**src/rtl/mem_stage_pkg.sv**
```systemverilog
// Shared widths and FSM state encoding for the memory pipeline stage.
package mem_stage_pkg;

    localparam int unsigned DATA_W_DEF = 22;
    localparam int unsigned REG_W_DEF  = 4;

    typedef enum logic {
        IDLE     = 1'b0,
        WAIT_ACK = 1'b1
    } state_t;

endpackage

```
**src/rtl/mem_wb_register.sv**
```systemverilog
// MEM/WB pipeline register: loads on enable, bubble load zeroes every field.
module mem_wb_register #(
    parameter int unsigned DATA_W = 22,
    parameter int unsigned REG_W  = 4
) (
    input  logic              clk,
    input  logic              rst,
    input  logic              load_en,
    input  logic              bubble,
    input  logic [DATA_W-1:0] read_data_d,
    input  logic [DATA_W-1:0] alu_result_d,
    input  logic [REG_W-1:0]  write_register_d,
    input  logic              mem_reg_d,
    input  logic              reg_write_d,
    output logic [DATA_W-1:0] read_data_q,
    output logic [DATA_W-1:0] alu_result_q,
    output logic [REG_W-1:0]  write_register_q,
    output logic              mem_reg_q,
    output logic              reg_write_q,
    output logic              valid_q
);

    always_ff @(posedge clk or posedge rst) begin
        if (rst) begin
            read_data_q      <= '0;
            alu_result_q     <= '0;
            write_register_q <= '0;
            mem_reg_q        <= 1'b0;
            reg_write_q      <= 1'b0;
            valid_q          <= 1'b0;
        end else if (load_en) begin
            if (bubble) begin
                read_data_q      <= '0;
                alu_result_q     <= '0;
                write_register_q <= '0;
                mem_reg_q        <= 1'b0;
                reg_write_q      <= 1'b0;
                valid_q          <= 1'b0;
            end else begin
                read_data_q      <= read_data_d;
                alu_result_q     <= alu_result_d;
                write_register_q <= write_register_d;
                mem_reg_q        <= mem_reg_d;
                reg_write_q      <= reg_write_d;
                valid_q          <= 1'b1;
            end
        end
    end

endmodule

```
**src/rtl/mem_stage.sv**
```systemverilog
// Memory stage: passes ALU ops straight to MEM/WB, or issues one data-memory
// request and stalls upstream until it is acknowledged.
module mem_stage
    import mem_stage_pkg::*;
#(
    parameter int unsigned DATA_W = DATA_W_DEF,
    parameter int unsigned REG_W  = REG_W_DEF
) (
    input  logic              clk,
    input  logic              rst,
    input  logic              valid_mem_in,
    input  logic [DATA_W-1:0] alu_result_mem_in,
    input  logic [DATA_W-1:0] write_data_mem_in,
    input  logic [REG_W-1:0]  write_register_mem_in,
    input  logic              mem_read,
    input  logic              mem_write,
    input  logic              mem_reg,
    input  logic              reg_write,
    input  logic              flush_in,
    output logic              stall_out,
    output logic              mem_req,
    output logic              mem_we,
    output logic [DATA_W-1:0] mem_addr,
    output logic [DATA_W-1:0] mem_wdata,
    input  logic [DATA_W-1:0] mem_rdata,
    input  logic              mem_ack,
    output logic [DATA_W-1:0] read_data_write_back_out,
    output logic [DATA_W-1:0] alu_result_write_back_out,
    output logic [REG_W-1:0]  write_register_write_back_out,
    output logic              mem_reg_out,
    output logic              reg_write_out,
    output logic              valid_wb_out
);

    state_t              state_q, state_d;
    logic [DATA_W-1:0]   req_addr_q, req_addr_d;
    logic [DATA_W-1:0]   req_wdata_q, req_wdata_d;
    logic [REG_W-1:0]    req_dest_q, req_dest_d;
    logic                req_load_q, req_load_d;
    logic                req_mem_reg_q, req_mem_reg_d;
    logic                req_reg_write_q, req_reg_write_d;
    logic                killed_q, killed_d;

    logic                wb_load;
    logic                wb_bubble;
    logic [DATA_W-1:0]   wb_read_data;
    logic [DATA_W-1:0]   wb_alu_result;
    logic [REG_W-1:0]    wb_dest;
    logic                wb_mem_reg;
    logic                wb_reg_write;

    always_ff @(posedge clk or posedge rst) begin
        if (rst) begin
            state_q         <= IDLE;
            req_addr_q      <= '0;
            req_wdata_q     <= '0;
            req_dest_q      <= '0;
            req_load_q      <= 1'b0;
            req_mem_reg_q   <= 1'b0;
            req_reg_write_q <= 1'b0;
            killed_q        <= 1'b0;
        end else begin
            state_q         <= state_d;
            req_addr_q      <= req_addr_d;
            req_wdata_q     <= req_wdata_d;
            req_dest_q      <= req_dest_d;
            req_load_q      <= req_load_d;
            req_mem_reg_q   <= req_mem_reg_d;
            req_reg_write_q <= req_reg_write_d;
            killed_q        <= killed_d;
        end
    end

    // Next-state, request capture and MEM/WB payload selection.
    always_comb begin
        state_d         = state_q;
        req_addr_d      = req_addr_q;
        req_wdata_d     = req_wdata_q;
        req_dest_d      = req_dest_q;
        req_load_d      = req_load_q;
        req_mem_reg_d   = req_mem_reg_q;
        req_reg_write_d = req_reg_write_q;
        killed_d        = killed_q;
        wb_load         = 1'b0;
        wb_bubble       = 1'b1;
        wb_read_data    = '0;
        wb_alu_result   = '0;
        wb_dest         = '0;
        wb_mem_reg      = 1'b0;
        wb_reg_write    = 1'b0;

        case (state_q)
            IDLE: begin
                wb_load = 1'b1;
                if (valid_mem_in && !flush_in) begin
                    if (mem_read || mem_write) begin
                        state_d         = WAIT_ACK;
                        req_addr_d      = alu_result_mem_in;
                        req_wdata_d     = write_data_mem_in;
                        req_dest_d      = write_register_mem_in;
                        req_load_d      = mem_read;
                        req_mem_reg_d   = mem_reg;
                        req_reg_write_d = reg_write;
                        killed_d        = 1'b0;
                    end else begin
                        wb_bubble     = 1'b0;
                        wb_alu_result = alu_result_mem_in;
                        wb_dest       = write_register_mem_in;
                        wb_mem_reg    = mem_reg;
                        wb_reg_write  = reg_write;
                    end
                end
            end
            WAIT_ACK: begin
                if (flush_in) begin
                    killed_d = 1'b1;
                end
                // A flush on the ack cycle itself also kills the completion.
                if (mem_ack) begin
                    state_d  = IDLE;
                    killed_d = 1'b0;
                    wb_load  = 1'b1;
                    if (!(killed_q || flush_in)) begin
                        wb_bubble     = 1'b0;
                        wb_read_data  = req_load_q ? mem_rdata : '0;
                        wb_alu_result = req_addr_q;
                        wb_dest       = req_dest_q;
                        wb_mem_reg    = req_mem_reg_q;
                        wb_reg_write  = req_reg_write_q;
                    end
                end
            end
            default: state_d = IDLE;
        endcase
    end

    assign stall_out = (state_q == WAIT_ACK);
    assign mem_req   = stall_out;
    assign mem_we    = stall_out && !req_load_q;
    assign mem_addr  = stall_out ? req_addr_q  : '0;
    assign mem_wdata = stall_out ? req_wdata_q : '0;

    mem_wb_register #(
        .DATA_W (DATA_W),
        .REG_W  (REG_W)
    ) u_mem_wb (
        .clk              (clk),
        .rst              (rst),
        .load_en          (wb_load),
        .bubble           (wb_bubble),
        .read_data_d      (wb_read_data),
        .alu_result_d     (wb_alu_result),
        .write_register_d (wb_dest),
        .mem_reg_d        (wb_mem_reg),
        .reg_write_d      (wb_reg_write),
        .read_data_q      (read_data_write_back_out),
        .alu_result_q     (alu_result_write_back_out),
        .write_register_q (write_register_write_back_out),
        .mem_reg_q        (mem_reg_out),
        .reg_write_q      (reg_write_out),
        .valid_q          (valid_wb_out)
    );

endmodule

```
**config.mk**
```make
export PLATFORM = sky130hd
export DESIGN_NAME = mem_stage
export DESIGN_NICKNAME = d
export VERILOG_FILES = /design/src/rtl/mem_stage_pkg.sv /design/src/rtl/mem_wb_register.sv /design/src/rtl/mem_stage.sv
export SDC_FILE = /design/constraint.sdc
export NUM_CORES = 1
export LEC_CHECK = 0
export BUFFER_PORTS_ARGS = -buffer_cell sky130_fd_sc_hd__buf_2
export CAP_MARGIN = 40
export CORE_ASPECT_RATIO = 0.5
export CORE_UTILIZATION = 47
export CTS_CLUSTER_DIAMETER = 100
export DETAILED_ROUTE_END_ITERATION = 10
export HOLD_SLACK_MARGIN = 0.03
export PLACE_DENSITY_LB_ADDON = 0.12
export SLEW_MARGIN = 10
export SYNTH_ARGS = -nofsm -noshare
export SYNTH_HDL_FRONTEND = slang
export SYNTH_HIERARCHICAL = 1
export SYNTH_SLANG_ARGS = --single-unit
```
**constraint.sdc**
```tcl
create_clock -name clk -period 2.4 [get_ports clk]
set_input_delay 0.12 -clock clk [delete_from_list [all_inputs] [get_ports clk]]
set_output_delay 0.12 -clock clk [all_outputs]
set_load 0.02 [all_outputs]
```
-- After elaboration in Yosys (flattened, before gate mapping)
Cells that the tools add are included.
- flip-flop bits (word level): 104
- input port bits: 79
- output and inout port bits: 98
- word-level logic and storage cells: 73
- equal/unequal tests: 3
- muxes and demuxes: 47
- bitwise operators: 1
- reduce and logical (&&, ||, !) cells: 8
- operators with widths (cell ; number):
    22-bit two-way mux ; 12
    22-bit case mux with 2 select lines ; 1
    1-bit two-way mux ; 22
    4-bit two-way mux ; 5
    1-bit case mux with 2 select lines ; 6
    4-bit case mux with 2 select lines ; 1
    3-bit AND reduction ; 2
    2-bit != test (second input constant) ; 2
    3-bit != test (second input constant) ; 1
    1-bit logical AND ; 2
    1-bit zero test ; 2
    1-bit logical OR ; 2
    1-bit inverter ; 1

-- Logic depth before layout (Yosys ltp)
Gate-level depths: netlist (run 1).
- depth after elaboration: 5
- depth in mapped cells: 9

-- Cells and area by module
The synthesis (run 1) kept the hierarchy.
- modules (own cells, without submodules) (module ; instances ; cells an instance ; area an instance (um^2)):
    mem_stage ; 1 ; 232 ; 2772.7
    mem_wb_register ; 1 ; 117 ; 1831.8

-- Worst setup path before layout (run 1)
Ideal clock, no wire load.
- path type: reg-to-reg
- start: reg state_q (netlist: mem_req)
- end: reg u_mem_wb.alu_result_q[10]
- arrival: 1.908 ns
- required time: 2.334 ns
- slack: 0.426 ns
- stages on the path, launching flop included: 10
- period minus slack after synthesis: 1.974 ns
- path through: dfrtp_1 -> or3b_4 -> nor3_2 -> buf_4 -> buf_4 -> nor2_1 -> nor2b_1 -> buf_6 -> buf_6 -> a22o_1
- word-level cells in the longest chain between the ends: 3
- ends and longest elaborated chain (item ; RTL line ; RTL):
    start: declaration ; mem_stage.sv:35 ; state_t state_q, state_d;
    start signal: assignment ; mem_stage.sv:63 ; state_q <= state_d;
    1-bit inverter (no source line) ; -- ;
    1-bit case mux with 2 select lines * ; mem_stage.sv:92 ; case (state_q)
    via wb_bubble ; mem_stage.sv:45 ; logic wb_bubble;
    22-bit two-way mux * ; mem_wb_register.sv:32 ; if (bubble) begin
    end signal: assignment ; mem_wb_register.sv:41 ; alu_result_q <= alu_result_d;
    end: declaration ; mem_wb_register.sv:16 ; output logic [DATA_W-1:0] alu_result_q,
The timed path passes the listed nets; every way through them passes the cells marked *.
A chain may end at the register's enable or synchronous reset.

-- Final worst setup path (run 1)
- start: reg state_q (netlist: mem_req)
- end: reg u_mem_wb.write_register_q[3]
- word-level cells in the longest chain between the ends: 3
- ends and longest elaborated chain (item ; RTL line ; RTL):
    1-bit inverter (no source line) ; -- ;
    1-bit case mux with 2 select lines * ; mem_stage.sv:92 ;
    via wb_bubble ; mem_stage.sv:45 ;
    4-bit two-way mux * ; mem_wb_register.sv:32 ;
    end signal: assignment ; mem_wb_register.sv:42 ; write_register_q <= write_register_d;
    end: declaration ; mem_wb_register.sv:17 ; output logic [REG_W-1:0] write_register_q,
Marks and branches as above.

==> results of run 1 <==
## cells in the mapped netlist, drive strengths merged, types with 2 or more instances
library cell	count
a22o	77
and2	44
and3	22
buf	22
clkbuf	10
dfrtp	104
inv	3
mux2	51
nand2	2
nor2	3
nor2b	2
nor3	2
## cells by family after synthesis
group	Yosys count	synth area share, %
buffers and inverters	35	5.11
flip-flops	104	56.5
AO/OA/AOI/OAI	82	15.4
multiplexers	51	12.5
AND/OR/NAND/NOR	77	10.5
## stage by stage
step           area, sq um  total power, mW  hold WS (ps)  std cells  util, %
6_report              6370             4.32          82.6        710     67.3
4_1_cts               6370             4.36          69.3        710     67.3
5_1_grt               6370             4.53          78.7        710     67.3
3_3_place_gp          5570             2.83           133        642     58.7
2_1_floorplan         4600             2.59           210        349        -
3_5_place_dp          5570             2.86           139        642     58.7
## cell type report
| class | instances | area [sq um] | area share, % |
|---|---|---|---|
| Tap cell | 135 | 169 | 2.65 |
| Inverter | 3 | 11.3 | 0.177 |
| Clock inverter | 6 | 58.8 | 0.922 |
| Sequential cell | 104 | 2600 | 40.8 |
| Multi-Input combinational cell | 210 | 1790 | 28.0 |
| Clock buffer | 10 | 229 | 3.59 |
| Timing Repair Buffer | 242 | 1520 | 23.8 |
## report_power, final
| group | switching [mW] | total, mW | leakage [nW] | internal (mW) |
|---|---|---|---|---|
| registers | 0.139 | 2.11 | 1.34 | 1.97 |
| logic | 0.410 | 0.784 | 1.90 | 0.373 |
| clock network | 0.620 | 1.43 | 0.146 | 0.806 |
| total | 1.17 | 4.32 | 3.39 | 3.15 |
## critical path, delay by kind of cell (launching register included)
kind,cells,cell delay [ps]
simple gates,4,780
flops,1,410
buf+inv,1,340
compound gates,1,190
## layer usage
metal	GRT usage, %	vias up
li1	-	1712
met1	30.6	1823
met2	38.6	118
met3	7.39	12
met4	6.21	0
met5	0	-
## flip-flops by register name, summed over array words and instances (netlist names)
signal,cells
killed_q,1
mem_req,1
req_addr_q,22
req_dest_q,4
req_load_q,1
req_mem_reg_q,1
req_reg_write_q,1
req_wdata_q,22
u_mem_wb/alu_result_q,22
u_mem_wb/mem_reg_q,1
u_mem_wb/read_data_q,22
u_mem_wb/reg_write_q,1
u_mem_wb/valid_q,1
u_mem_wb/write_register_q,4
## final timing paths
path	to	from	cells after the start
max in group asynchronous	req_addr_q[1]	rst	4
worst max-delay path	u_mem_wb/write_register_q[3]	mem_req	6
worst max register to register	u_mem_wb/write_register_q[3]	mem_req	6
worst min-delay path	req_load_q	mem_read	2
worst min register to register	req_wdata_q[8]	req_wdata_q[8]	1
min in group asynchronous	u_mem_wb/alu_result_q[14]	rst	3
==> summary.md, run 1 <==
| Metric | Value |
|---|---|
| Die area | 10200 sq um |
| Min cycle time layout | 1790 ps |
| Post-CTS Resized | 0 |
| PnR worst setup slack | 612 ps |
| Hold buffer count at CTS | 52 |
| Final hold violations | 0 |
| Commonest non-fill, non-tap cell in the layout | buf_2 |
| WL met1 | 5180 um |
| Min-delay worst type | input port to flop |
| CP max stage cell | or3b_4 |
| Worst endpoint required time | 2670 ps |
| Max incr delay on CP | 420 ps |
| Critical path class | flop to flop |
| DR vias | 3665 |
| Max-slew violations | 0 |
| Clk_lat worst skew | 340 ps |
| Element type at the critical path start | flop |
| Mapped Avg Cell Area | 13.2 sq um |
| Max clock buf depth | 2 |
| Die X | 142 um |
| Peak fanout along the critical path | 32 |
| Post-synth EDFFs | 0 |
| Ranking of synthesized cells by area | dfrtp_1 57%, a22o_1 15%, mux2_1 12%, and2_1 6.0%, and3_1 3.0% |
| IO buf count | 176 |
| # IOs | 177 |
| Area Overhead vs Synth | 38.5% |
| Global route overflow | 0 |
| Max Cap Viol | 0 |
| Async SR Flop Fraction | 100% |
| Post-CTS Setup Inserts | 0 |
| Residual DRC | 0 |
| Worst-path cell chain | or3b_4, nor3_4, nor2_1, nor2b_4, buf_4, a22o_1 |
| Synth Register Bits | 104 |
| Metal2 WL | 5610 um |
| Total GRT Usage | 23.5% |
| CTS tree | yes |
| Top-area cell type share of the netlist area | 56.5% |
| Gp weighted congestion | 0.743 |
| Largest net degree at the start of global routing | 51 |
| Reg clk slew, reported paths | 70 ps |
| Clk_skew | 4.47 ps |
| Slew margin rel. | 60.0% |
| Top_reg_cell synth | dfrtp_1 |
| Starting density of the core | 48.6% |
| First-pass GRT wire length | 18300 um |
| Area leader, netlist | dfrtp_1 |
| Setup_tns | 0 ps |
| Final HPWL DP | 7390 um |
| Layout cells sized above 1 | 36.9% |
| Drt total wl | 11600 um |
| Crit share post-route | 74.5% |
| Worst R2R Setup Slack | 610 ps |
| Crit path capture type | flop |
| LEAKAGE | 3.39 nW |
| Mapped Area | 4600 sq um |
| Drt first pass iters | 4 |
| Detailed router's first-iteration violation count | 146 |
| Die height | 72.0 um |
| Seq/Total Area, Yosys | 56.5% |
| CTS Buf Count | 9 |
| Routed WL per cell | 16.3 um |
| DP Worst Slack | 628 ps |
| P per Cell Area | 677 nW/um^2 |
| Fillers | 778 |
| Antenna Violating Nets Remaining | 0 |
| Synth cell types | 23 |
| Core area | 9480 sq um |
| Clk sink count | 104 |
| Ys Warns | 6 |
| FMAX | 559 MHz |
| CP Data Arrival Time | 2060 ps |
| Antenna violations before repair | 0 |
| Post-Syn Nets | 428 |
| RSZ-0062 raised after global routing | false |
| Uppermost layer routed | met4 |
| Num rows | 25 |
| N_diodes | 0 |
| Status | finished clean |
| H-tree levels | 3 |
| Mapped Cells | 349 |
| Maximum VDD drop | 0.000391 V |
| Routed vias/inst | 5.16 |
| Fin nets | 649 |
| Vias in the first global route | 3603 |
| Most frequent cells in the layout | 176 x buf_2, 104 x dfrtp_1, 77 x a22o_1 |
| Final setup violating endpoints | 0 |
| Slew @ Worst Pin | 601 ps |
| Root buffer cell | clkbuf_16 |
| WL met3 | 723 um |
No activity file was read; power rests on OpenSTA's default activity.
==> run 2, diff against run 1 <==
==> constraint.sdc (replaced) <==
create_clock -name clk -period 1.8 [get_ports clk]
set_input_delay 0.09 -clock clk [delete_from_list [all_inputs] [get_ports clk]]
set_output_delay 0.09 -clock clk [all_outputs]
set_load 0.02 [all_outputs]
==> run 2 against run 1 <==
  * Fmax rose by 3.2%
  * First-iteration DRC count rose by 49%
  * Register-to-register slack got worse by 550 ps
  * Final cell count rose by 0.28%
  * Final area rose by 1.7%
  * Core utilization rose by 1.2 points
  * Die area did not move
  * Global-route usage fell by 0.32 points
  * Hold slack got worse by 4.4 ps
  * Critical endpoint is now req_wdata_q[18]
==> summary.md, run 2 (synthesized netlist as in run 1, its figures left out) <==
| Metric | Value |
|---|---|
| Largest net degree at the start of global routing | 54 (+5.9%) |
| Multi-input gate area | 1800 sq um (+0.70%) |
| Gp weighted congestion | 0.754 (+1.5%) |
| Slew @ Worst Pin | 586 ps (-14.1 ps) |
| Routed vias/inst | 5.10 (-1.3%) |
| Total power draw | 5.78 mW (+34%) |
| Combinational cell fraction of total power | 18.7% (+0.6 points) |
| Maximum VDD drop | 0.000465 V (+19%) |
| Status | finished clean |
| WL met1 | 5200 um (+0.46%) |
| Most frequent cells in the layout | 176 x buf_2, 103 x dfrtp_1, 77 x a22o_1 |
| Peak fanout along the critical path | 20 (-38%) |
| LEAKAGE | 3.42 nW (+0.89%) |
| First-pass GRT wire length | 18200 um (-0.79%) |
| IO buf count | 176 (unchanged) |
| Crit share post-route | 96.3% (+22 points) |
| H-tree levels | 3 (unchanged) |
| Clk_skew | 6.08 ps (+1.61 ps) |
| Crit path capture type | flop |
| Uppermost layer routed | met4 |
| Routed WL per cell | 15.9 um (-2.4%) |
| Vias in the first global route | 3541 (-1.7%) |
| Area Overhead vs Synth | 40.8% |
| Num rows | 25 (unchanged) |
| CP startpoint | mem_req |
| CP Data Arrival Time | 1960 ps (-100 ps) |
| Die height | 72.0 um (unchanged) |
| Drt total wl | 11400 um (-2.1%) |
| Max clock buf depth | 2 (unchanged) |
| Final HPWL DP | 7310 um (-1.0%) |
| # IOs | 177 (unchanged) |
| Starting density of the core | 48.6% (unchanged) |
| Worst endpoint required time | 2020 ps (-650 ps) |
| Slew margin rel. | 60.9% (+0.94 points) |
| Reg clk slew, reported paths | 70 ps (about the same) |
| Clk sink count | 104 (unchanged) |
| N_diodes | 0 (unchanged) |
| CTS Buf Count | 9 (unchanged) |
| Reg2reg start | mem_req |
| Core area | 9480 sq um (unchanged) |
| FMAX | 577 MHz (+3.2%) |
| Min cycle time layout | 1730 ps (-54.8 ps) |
| DR vias | 3629 (-0.98%) |
| Layout cells sized above 1 | 37.3% (+0.39 points) |
| Register area | 2600 sq um (about the same) |
| Detailed router's first-iteration violation count | 218 (+49%) |
| Commonest non-fill, non-tap cell in the layout | buf_2 |
| Worst min-delay path startpoint | flush_in |
| Fillers | 707 (-9.1%) |
| Element type at the critical path start | flop |
| Clk_lat worst skew | 350 ps (about the same) |
| Antenna Violating Nets Remaining | 0 (unchanged) |
| Hold Slack | 78.1 ps (-4.44 ps) |
| Max-slew violations | 0 (unchanged) |
| Max Cap Viol | 0 (unchanged) |
| Global route overflow | 0 (unchanged) |
| Seq pwr share | 48.6% (-0.2 points) |
| CTS tree | yes |
| Final hold violations | 0 (unchanged) |
| P_int | 4.22 mW (+34%) |
| Sw frac | 27.0% (-0.057 points) |
| Critical path class | flop to flop |
| Clk network pwr share | 32.8% (-0.2 points) |
| Fin nets | 652 (+0.46%) |
| Drt first pass iters | 6 (+2) |
| Die area | 10200 sq um (unchanged) |
| Antenna violations before repair | 0 (unchanged) |
| WL met3 | 602 um (-17%) |
| Min-delay worst type | input port to flop |
| Total GRT Usage | 23.2% (-0.32 points) |
| Switching power | 1.56 mW (+34%) |
| Post-CTS Setup Inserts | 0 (unchanged) |
| Fin util | 68.4% (+1.2 points) |
| Root buffer cell | clkbuf_16 |
| Residual DRC | 0 (unchanged) |
| P per Cell Area | 892 nW/um^2 (+32%) |
| Die X | 142 um (unchanged) |
| Final setup violating endpoints | 0 (unchanged) |
| Metal2 WL | 5450 um (-2.8%) |
[run 2: final cells by class]
cell class                 instances  share of cell area (%)
sequential                       104                    40.2
multi-input combinational        210                    27.7
timing repair buffer             245                    25.0
clock buffer                      11                    3.59
tap                              135                    2.60
clock inverter                     4                   0.733
inverter                           3                   0.174
[run 2: critical path, stage by stage (launching register included)]
cell and delay, ps:
dfrtp_2 410, or3b_4 430, nor2_4 200, buf_12 200
mux2_1 350
[run 2: stage by stage]
step	setup WS [ps]	cells	setup TNS, ps	instance area [sq um]
2_1_floorplan	-126	349	-6190	4610
3_3_place_gp	118	644	0	5660
3_5_place_dp	75.2	644	0	5660
4_1_cts	54.5	712	0	6470
5_1_grt	-3.21	712	-3.21	6480
6_report	67.2	712	0	6480
[run 2: layer usage]
layer	global-route usage, %	up-vias
met5	0	-
met4	5.38	0
met3	5.87	10
met2	38.1	103
met1	31.4	1794
li1	-	1722
[run 2: path summary, 6_finish.rpt]
kind	end	slack (ps)	cells past startpoint
min in group asynchronous	u_mem_wb/alu_result_q[2]	350	3
max	req_wdata_q[18]	70	4
min reg2reg	req_wdata_q[4]	480	1
min	killed_q	80	3
max reg2reg	req_wdata_q[18]	70	4
max in group asynchronous	u_mem_wb/read_data_q[10]	910	4
[run 2: timing repair]
item | CTS | global route
endpoints found under the hold margin | 124 | 0
hold buffers | 53 | 0
setup endpoints to repair | 0 | 37
gates resized for setup | 0 | 3
[run 2: power by group through the flow]
stage	registers, mW	clock network, mW	logic, mW
2_1_floorplan	2.79	0	0.668
3_3_place_gp	2.83	0	0.969
3_5_place_dp	2.84	0	0.985
4_1_cts	2.80	1.94	1.08
5_1_grt	2.85	2.01	1.18
6_report	2.81	1.89	1.08
